`src/rtl/cofre_sequencial_pkg.sv`:
```
// Shared types and default constants for the sequential safe (cofre_sequencial).
package cofre_pkg;

    typedef enum logic [1:0] {
        OCIOSO    = 2'd0,
        AVALIA    = 2'd1,
        ABERTO    = 2'd2,
        BLOQUEADO = 2'd3
    } estado_t;

    localparam int W_DEF             = 4;
    localparam int TOL_DEF           = 3;
    localparam int MAX_TENT_DEF      = 3;
    localparam int LOCK_CYCLES_DEF   = 8;
    localparam int ABERTO_CICLOS_DEF = 16;

endpackage

```
`src/rtl/cofre_sequencial_if.sv`:
```
// Switch-side/LED-side bundle of the sequential safe; master drives the switches.
interface cofre_sequencial_if
    import cofre_pkg::*;
#(
    parameter int W        = W_DEF,
    parameter int MAX_TENT = MAX_TENT_DEF
);
    localparam int TW = $clog2(MAX_TENT + 1);

    logic [W-1:0]  senha;
    logic [W-1:0]  tentativa;
    logic          tentar;
    logic          fechar;
    logic          aberto;
    logic          perto;
    logic          errada;
    logic          bloqueado;
    logic [W-1:0]  diff;
    logic          sinal;
    logic [TW-1:0] tent_rest;

    modport master (
        output senha, tentativa, tentar, fechar,
        input  aberto, perto, errada, bloqueado, diff, sinal, tent_rest
    );

    modport slave (
        input  senha, tentativa, tentar, fechar,
        output aberto, perto, errada, bloqueado, diff, sinal, tent_rest
    );

endinterface

```
`src/rtl/cofre_sequencial_subtrator_abs.sv`:
```
// Combinational |a - b| with borrow; borrow is 1 when b > a.
module subtrator_abs #(
    parameter int W = 4
) (
    input  logic [W-1:0] a,
    input  logic [W-1:0] b,
    output logic [W-1:0] magnitude,
    output logic         borrow
);

    logic [W-1:0] dif;

    assign {borrow, dif} = {1'b0, a} - {1'b0, b};
    // Negating the wrapped difference yields b - a, which always fits in W bits.
    assign magnitude = borrow ? (~dif + W'(1)) : dif;

endmodule

```
`src/rtl/cofre_sequencial.sv`:
```
// Sequential safe: registered attempt evaluation, near-miss status and timed lockout.
// Optional macro AUTO_FECHA_EN adds an auto-close timer of ABERTO_CICLOS cycles in ABERTO.
module cofre_sequencial
    import cofre_pkg::*;
#(
    parameter int W             = W_DEF,
    parameter int TOL           = TOL_DEF,
    parameter int MAX_TENT      = MAX_TENT_DEF,
    parameter int LOCK_CYCLES   = LOCK_CYCLES_DEF,
    parameter int ABERTO_CICLOS = ABERTO_CICLOS_DEF
) (
    input logic               clk,
    input logic               rst,
    cofre_sequencial_if.slave bus
);

    localparam int TW = $clog2(MAX_TENT + 1);
    localparam int LW = $clog2(LOCK_CYCLES + 1);
    localparam logic [TW-1:0] TENT_MAX = TW'(MAX_TENT);
    localparam logic [LW-1:0] LOCK_LD  = LW'(LOCK_CYCLES);

    if (W < 2 || W > 16 || TOL < 0 || TOL >= (2 ** W) || MAX_TENT < 1 ||
        LOCK_CYCLES < 1 || ABERTO_CICLOS < 1) begin : g_param_err
        $error("cofre_sequencial: illegal parameter set");
    end

    estado_t       state;
    logic [W-1:0]  tent_reg;
    logic [LW-1:0] lock_timer;

    logic          aberto_q;
    logic          perto_q;
    logic          errada_q;
    logic          bloqueado_q;
    logic [W-1:0]  diff_q;
    logic          sinal_q;
    logic [TW-1:0] tent_rest_q;

    logic [W-1:0]  mag;
    logic          borrow;
    logic          iguais;
    logic          dentro_tol;
    logic          fecha_req;

    subtrator_abs #(.W(W)) u_sub (
        .a         (bus.senha),
        .b         (tent_reg),
        .magnitude (mag),
        .borrow    (borrow)
    );

    assign iguais     = (mag == '0);
    assign dentro_tol = (int'(mag) <= TOL);

`ifdef AUTO_FECHA_EN
    localparam int AW = $clog2(ABERTO_CICLOS + 1);
    localparam logic [AW-1:0] AUTO_LD = AW'(ABERTO_CICLOS);
    logic [AW-1:0] auto_cnt;

    // Expiry is treated exactly like a user close request.
    assign fecha_req = bus.fechar || (auto_cnt == AW'(1));
`else
    assign fecha_req = bus.fechar;
`endif

    always_ff @(posedge clk) begin
        if (rst) begin
            state       <= OCIOSO;
            tent_reg    <= '0;
            lock_timer  <= '0;
            aberto_q    <= 1'b0;
            perto_q     <= 1'b0;
            errada_q    <= 1'b0;
            bloqueado_q <= 1'b0;
            diff_q      <= '0;
            sinal_q     <= 1'b0;
            tent_rest_q <= TENT_MAX;
`ifdef AUTO_FECHA_EN
            auto_cnt    <= '0;
`endif
        end else begin
            case (state)
                OCIOSO: begin
                    if (bus.tentar) begin
                        tent_reg <= bus.tentativa;
                        state    <= AVALIA;
                    end
                end

                AVALIA: begin
                    diff_q  <= mag;
                    sinal_q <= borrow;
                    if (iguais) begin
                        aberto_q    <= 1'b1;
                        errada_q    <= 1'b0;
                        perto_q     <= 1'b0;
                        tent_rest_q <= TENT_MAX;
                        state       <= ABERTO;
`ifdef AUTO_FECHA_EN
                        auto_cnt    <= AUTO_LD;
`endif
                    end else begin
                        errada_q    <= 1'b1;
                        perto_q     <= dentro_tol;
                        tent_rest_q <= tent_rest_q - TW'(1);
                        if (tent_rest_q == TW'(1)) begin
                            bloqueado_q <= 1'b1;
                            lock_timer  <= LOCK_LD;
                            state       <= BLOQUEADO;
                        end else begin
                            state <= OCIOSO;
                        end
                    end
                end

                ABERTO: begin
                    if (fecha_req) begin
                        aberto_q <= 1'b0;
                        diff_q   <= '0;
                        sinal_q  <= 1'b0;
                        perto_q  <= 1'b0;
                        errada_q <= 1'b0;
                        state    <= OCIOSO;
`ifdef AUTO_FECHA_EN
                        auto_cnt <= '0;
                    end else begin
                        auto_cnt <= auto_cnt - AW'(1);
`endif
                    end
                end

                BLOQUEADO: begin
                    // Timer value 1 marks the last lockout cycle.
                    if (lock_timer == LW'(1)) begin
                        bloqueado_q <= 1'b0;
                        tent_rest_q <= TENT_MAX;
                        lock_timer  <= '0;
                        state       <= OCIOSO;
                    end else begin
                        lock_timer <= lock_timer - LW'(1);
                    end
                end

                default: state <= OCIOSO;
            endcase
        end
    end

    assign bus.aberto    = aberto_q;
    assign bus.perto     = perto_q;
    assign bus.errada    = errada_q;
    assign bus.bloqueado = bloqueado_q;
    assign bus.diff      = diff_q;
    assign bus.sinal     = sinal_q;
    assign bus.tent_rest = tent_rest_q;

endmodule
```
`src/flat_wrapper.sv`:
```
// flat-port wrapper written by rule: the top's interface ports become plain ports
module cofre_sequencial_flat import cofre_pkg::*;
#(
    parameter int W             = W_DEF,
    parameter int TOL           = TOL_DEF,
    parameter int MAX_TENT      = MAX_TENT_DEF,
    parameter int LOCK_CYCLES   = LOCK_CYCLES_DEF,
    parameter int ABERTO_CICLOS = ABERTO_CICLOS_DEF
)
  (clk, rst, bus_senha, bus_tentativa, bus_tentar, bus_fechar, bus_aberto, bus_perto, bus_errada, bus_bloqueado, bus_diff, bus_sinal, bus_tent_rest);
  cofre_sequencial_if #(.W(W), .MAX_TENT(MAX_TENT)) bus_i ();
  input logic clk;
  input logic rst;
  input wire logic [$bits(bus_i.senha)-1:0] bus_senha;
  input wire logic [$bits(bus_i.tentativa)-1:0] bus_tentativa;
  input wire logic [$bits(bus_i.tentar)-1:0] bus_tentar;
  input wire logic [$bits(bus_i.fechar)-1:0] bus_fechar;
  output wire logic [$bits(bus_i.aberto)-1:0] bus_aberto;
  output wire logic [$bits(bus_i.perto)-1:0] bus_perto;
  output wire logic [$bits(bus_i.errada)-1:0] bus_errada;
  output wire logic [$bits(bus_i.bloqueado)-1:0] bus_bloqueado;
  output wire logic [$bits(bus_i.diff)-1:0] bus_diff;
  output wire logic [$bits(bus_i.sinal)-1:0] bus_sinal;
  output wire logic [$bits(bus_i.tent_rest)-1:0] bus_tent_rest;
  assign bus_i.senha = bus_senha;
  assign bus_i.tentativa = bus_tentativa;
  assign bus_i.tentar = bus_tentar;
  assign bus_i.fechar = bus_fechar;
  assign bus_aberto = bus_i.aberto;
  assign bus_perto = bus_i.perto;
  assign bus_errada = bus_i.errada;
  assign bus_bloqueado = bus_i.bloqueado;
  assign bus_diff = bus_i.diff;
  assign bus_sinal = bus_i.sinal;
  assign bus_tent_rest = bus_i.tent_rest;
  cofre_sequencial #(.W(W), .TOL(TOL), .MAX_TENT(MAX_TENT), .LOCK_CYCLES(LOCK_CYCLES), .ABERTO_CICLOS(ABERTO_CICLOS)) u_core (.clk(clk), .rst(rst), .bus(bus_i));
endmodule
```
`config.mk`:
```
export PLATFORM = sky130hd
export DESIGN_NAME = cofre_sequencial_flat
export DESIGN_NICKNAME = d
export VERILOG_FILES = /design/src/rtl/cofre_sequencial_pkg.sv /design/src/rtl/cofre_sequencial_if.sv /design/src/rtl/cofre_sequencial_subtrator_abs.sv /design/src/rtl/cofre_sequencial.sv /design/src/flat_wrapper.sv
export SDC_FILE = /design/constraint.sdc
export NUM_CORES = 1
export LEC_CHECK = 0
export ABC_AREA = 1
export BUFFER_PORTS_ARGS = -buffer_cell sky130_fd_sc_hd__buf_2
export CORE_UTILIZATION = 45
export DETAILED_ROUTE_END_ITERATION = 7
export PLACE_DENSITY = 0.73
export SYNTH_ARGS = -nofsm -noshare
export SYNTH_HDL_FRONTEND = slang
export SYNTH_HIERARCHICAL = 1
export SYNTH_SLANG_ARGS = --single-unit
```
`constraint.sdc`:
```
create_clock -name clk -period 3.55 [get_ports clk]
set_input_delay 0.1775 -clock clk [delete_from_list [all_inputs] [get_ports clk]]
set_output_delay 0.1775 -clock clk [all_outputs]
set_load 0.05 [all_outputs]
```
==> metrics.csv <==
stage,metric,value,unit
die,Die X,54.15,um
setup_path,Bufs and invs on worst path,2,
setup_path,reg2reg setup slack,1.24,ns
status,status,completed,
setup_path,worst path cell trace,ha_1 > inv_1 > fa_1 > inv_1 > ha_1 > nand2_1 > o21ai_1 > nor2_1 > nand2_1 > nand3_1 > nand2_1 > nor2_1 > nor2_1,
drt,drt drc,0,
drt,WL final,2340,um
grt,GRT overflow,0,
final_layout,# fillers,245,
die,FP Rows,18,
sta,fmax,432.1,MHz
sta,Final Critical Period,2.314,ns
setup_path,worst-path fanout max,7,
drt,WL per Instance,10.04,um
yosys,post-synthesis sequential area ratio,34.36,%
final_layout,FF+latch area,420.4,um2
drt,detailed-route via count,1139,
clock_network,CTS resizes,0,
yosys,syn nets,200,
drt,Antenna Violating Nets Remaining,0,
clock_network,cts hold-fix bufs,0,
die,Die Y,54.15,um
clock_network,CTS buffer count,3,
final_layout,Final nets,225,
setup_path,Crit-path slowest cell,fa_1,
final_layout,footprint of the multi-input gates,680.7,um2
sta,Clock Skew,0.001849,ns
die,area of the die,2932,um2
setup_path,Crit Reg-Reg Endpoint,u_core/state[0],
clock_network,worst skew pair latency,0.30,ns
setup_path,Crit path depth,13,
setup_path,CP peak stage delay,0.47,ns
power_and_ir_drop,PD cells,497.2,nW/um2
sta,RSZ-0062 raised after global routing,no,
flow_run,MaxCap Viol Count,0,
clock_network,"Setup Fix Bufs, Post-CTS",0,
clock_network,Clock Tree Root,clkbuf_4,
setup_path,FF-to-FF Start,u_core/tent_reg[0],
drt,DR vias/cell,4.888,
setup_path,CP endpoint,u_core/state[0],
power_and_ir_drop,maximum VDD drop,0.0003147,V
sta,Tightest Pin Transition,0.4436,ns
setup_path,path depth of the worst reg2reg path,13,
power_and_ir_drop,Tot Pwr,0.6881,mW
yosys,Post-Syn Area,1224,um2
setup_path,Worst Path Required,3.76,ns
setup_path,Crit. End Element,flop,
power_and_ir_drop,Leakage,0.6952,nW
sta,Fin. Hold Viols,0,
worst_hold_path,Hold Path Class,in -> reg,
place,DPL Wire Length,1899,um
final_layout,Diodes inserted,0,
drt,number of DRC markers in iteration 0,25,
setup_path,worst endpoint data arrival time,2.52,ns
grt,initial antenna violation count,0,
clock_network,CTS H-Tree Depth,1,
sta,"Slew Viols, Final",0,
final_layout,"most common cell after layout, fill and taps aside",nand2_1,
final_layout,most frequent cells in the layout,"43 x nand2_1, 23 x inv_1, 22 x buf_2, 22 x nor2_1, 21 x dfxtp_1",
clock_network,"Reg clk slew, reported paths",0.12,ns
sta,relative slew slack,70.40,%
final_layout,share of layout cells above drive strength 1,20.69,%
place,GP Congestion,0.8151,
place,Cells after DPL,229,
yosys,"top cells by area, synth","dfxtp_1 34%, nand2_1 13%, ha_1 8.2%",
clock_network,maximum clock path buffer count,2,
setup_path,Worst Setup Start Kind,flop,
yosys,Yosys cell types,24,
yosys,"Avg Cell Area, Syn",6.836,um2
yosys,Cells after Synth,179,
sta,fin crit share,65.19,%
grt,vias in the first global route,1071,
setup_path,Crit path max-delay family,adder cells,
yosys,Yosys reg bits,21,
yosys,Ys Warns,6,
setup_path,CP startpoint,u_core/tent_reg[0],
grt,GRT Resource Usage Total,19.48,%
die,Core ar.,2522,um2
setup_path,CP Class,reg -> reg,
clock_network,Sink Count,21,
grt,largest net degree at the start of global routing,14,
die,IO Pins,23,
die,Initial Utilization,48.51,%
drt,DRT Pass-1 Iters,5,
clock_network,TritonCTS clock tree,yes,
grt,first-pass GRT wire length,4174,um
final_layout,final std cells w/o fill,233,
yosys,Synth area leader,dfxtp_1,
yosys,Yosys top cell area share,34.36,%
place,Port Buffers,22,
final_layout,Area Overhead vs Synth,13.09,%
sta,Setup-failing EPs final,0,
sta,setup TNS,0,ns
## cell type report
type / instances / share of cell area, %
sequential: 21 / 30.38
multi-input combinational: 128 / 49.19
timing repair buffer: 22 / 7.957
tap: 30 / 2.712
clock inverter: 1 / 0.3617
inverter: 28 / 7.776
clock buffer: 3 / 1.627
## where the power goes
group | internal [mW] | switching, mW | total, mW
Combinational | 0.0888 | 0.205 | 0.293
Sequential | 0.264 | 0.0180 | 0.282
Clock | 0.0419 | 0.0705 | 0.112
## through the flow
step	hold WS (ns)	cell area, um2	util, %	setup WS (ns)
3_3_place_gp	0.4036	1356	53.77	1.314
4_1_cts	0.08749	1384	54.86	1.244
6_report	0.1023	1384	54.86	1.236
3_5_place_dp	0.4073	1356	53.77	1.255
5_1_grt	0.07468	1384	54.86	1.039
2_1_floorplan	0.2466	1224	-	1.435
## worst reg2reg max path, delay by kind of cell, from the launching register on
kind / cells / cell delay (ns)
adders and majority gates: 3 / 0.88
AOI/OAI and AO/OA: 1 / 0.08
DFF: 1 / 0.36
and+or+nand+nor: 7 / 0.80
buffers and inverters: 2 / 0.12
## how the worst min path moves through the flow
stage / from / end / slack (ns) / cells past startpoint
floorplan: rst / u_core/lock_timer[0] / 0.25 / 1
global placement: bus_tentativa[3] / u_core/tent_reg[3] / 0.40 / 3
detailed placement: bus_tentativa[1] / u_core/tent_reg[1] / 0.41 / 3
CTS: bus_tentativa[1] / u_core/tent_reg[1] / 0.09 / 3
global route: bus_tentativa[1] / u_core/tent_reg[1] / 0.07 / 3
finish: bus_tentativa[2] / u_core/tent_reg[2] / 0.10 / 3
## logic make-up (layout without fill, tap and decap cells)
kind of cell | Yosys count | count (layout) | synth area share, %
flops | 21 | 21 | 34.36
fa+ha+maj | 9 | 9 | 9.816
buf+inv | 30 | 54 | 10.02
simple gates | 96 | 96 | 35.48
compound gates | 21 | 21 | 8.895
xor+xnor | 2 | 2 | 1.432
## synthesized netlist by cell type (all sizes together)
| cell | count |
|---|---|
| nor2 | 26 |
| nand4 | 1 |
| buf | 1 |
| nand3 | 21 |
| o21ai | 6 |
| dfxtp | 21 |
| ha | 8 |
| a21oi | 15 |
| clkbuf | 1 |
| or2 | 1 |
| inv | 27 |
| fa | 1 |
| xor2 | 2 |
| clkinv | 1 |
| nand2 | 47 |
## layer usage
layer / track usage, % / vias to the layer above / wire (um)
met5: 0 / - / 0
met4: 9.829 / 0 / 12
met3: 3.672 / 2 / 131
met2: 32.72 / 31 / 1095
met1: 23.31 / 493 / 1100
li1: - / 613 / -
Power figures use the tool's default switching activity.
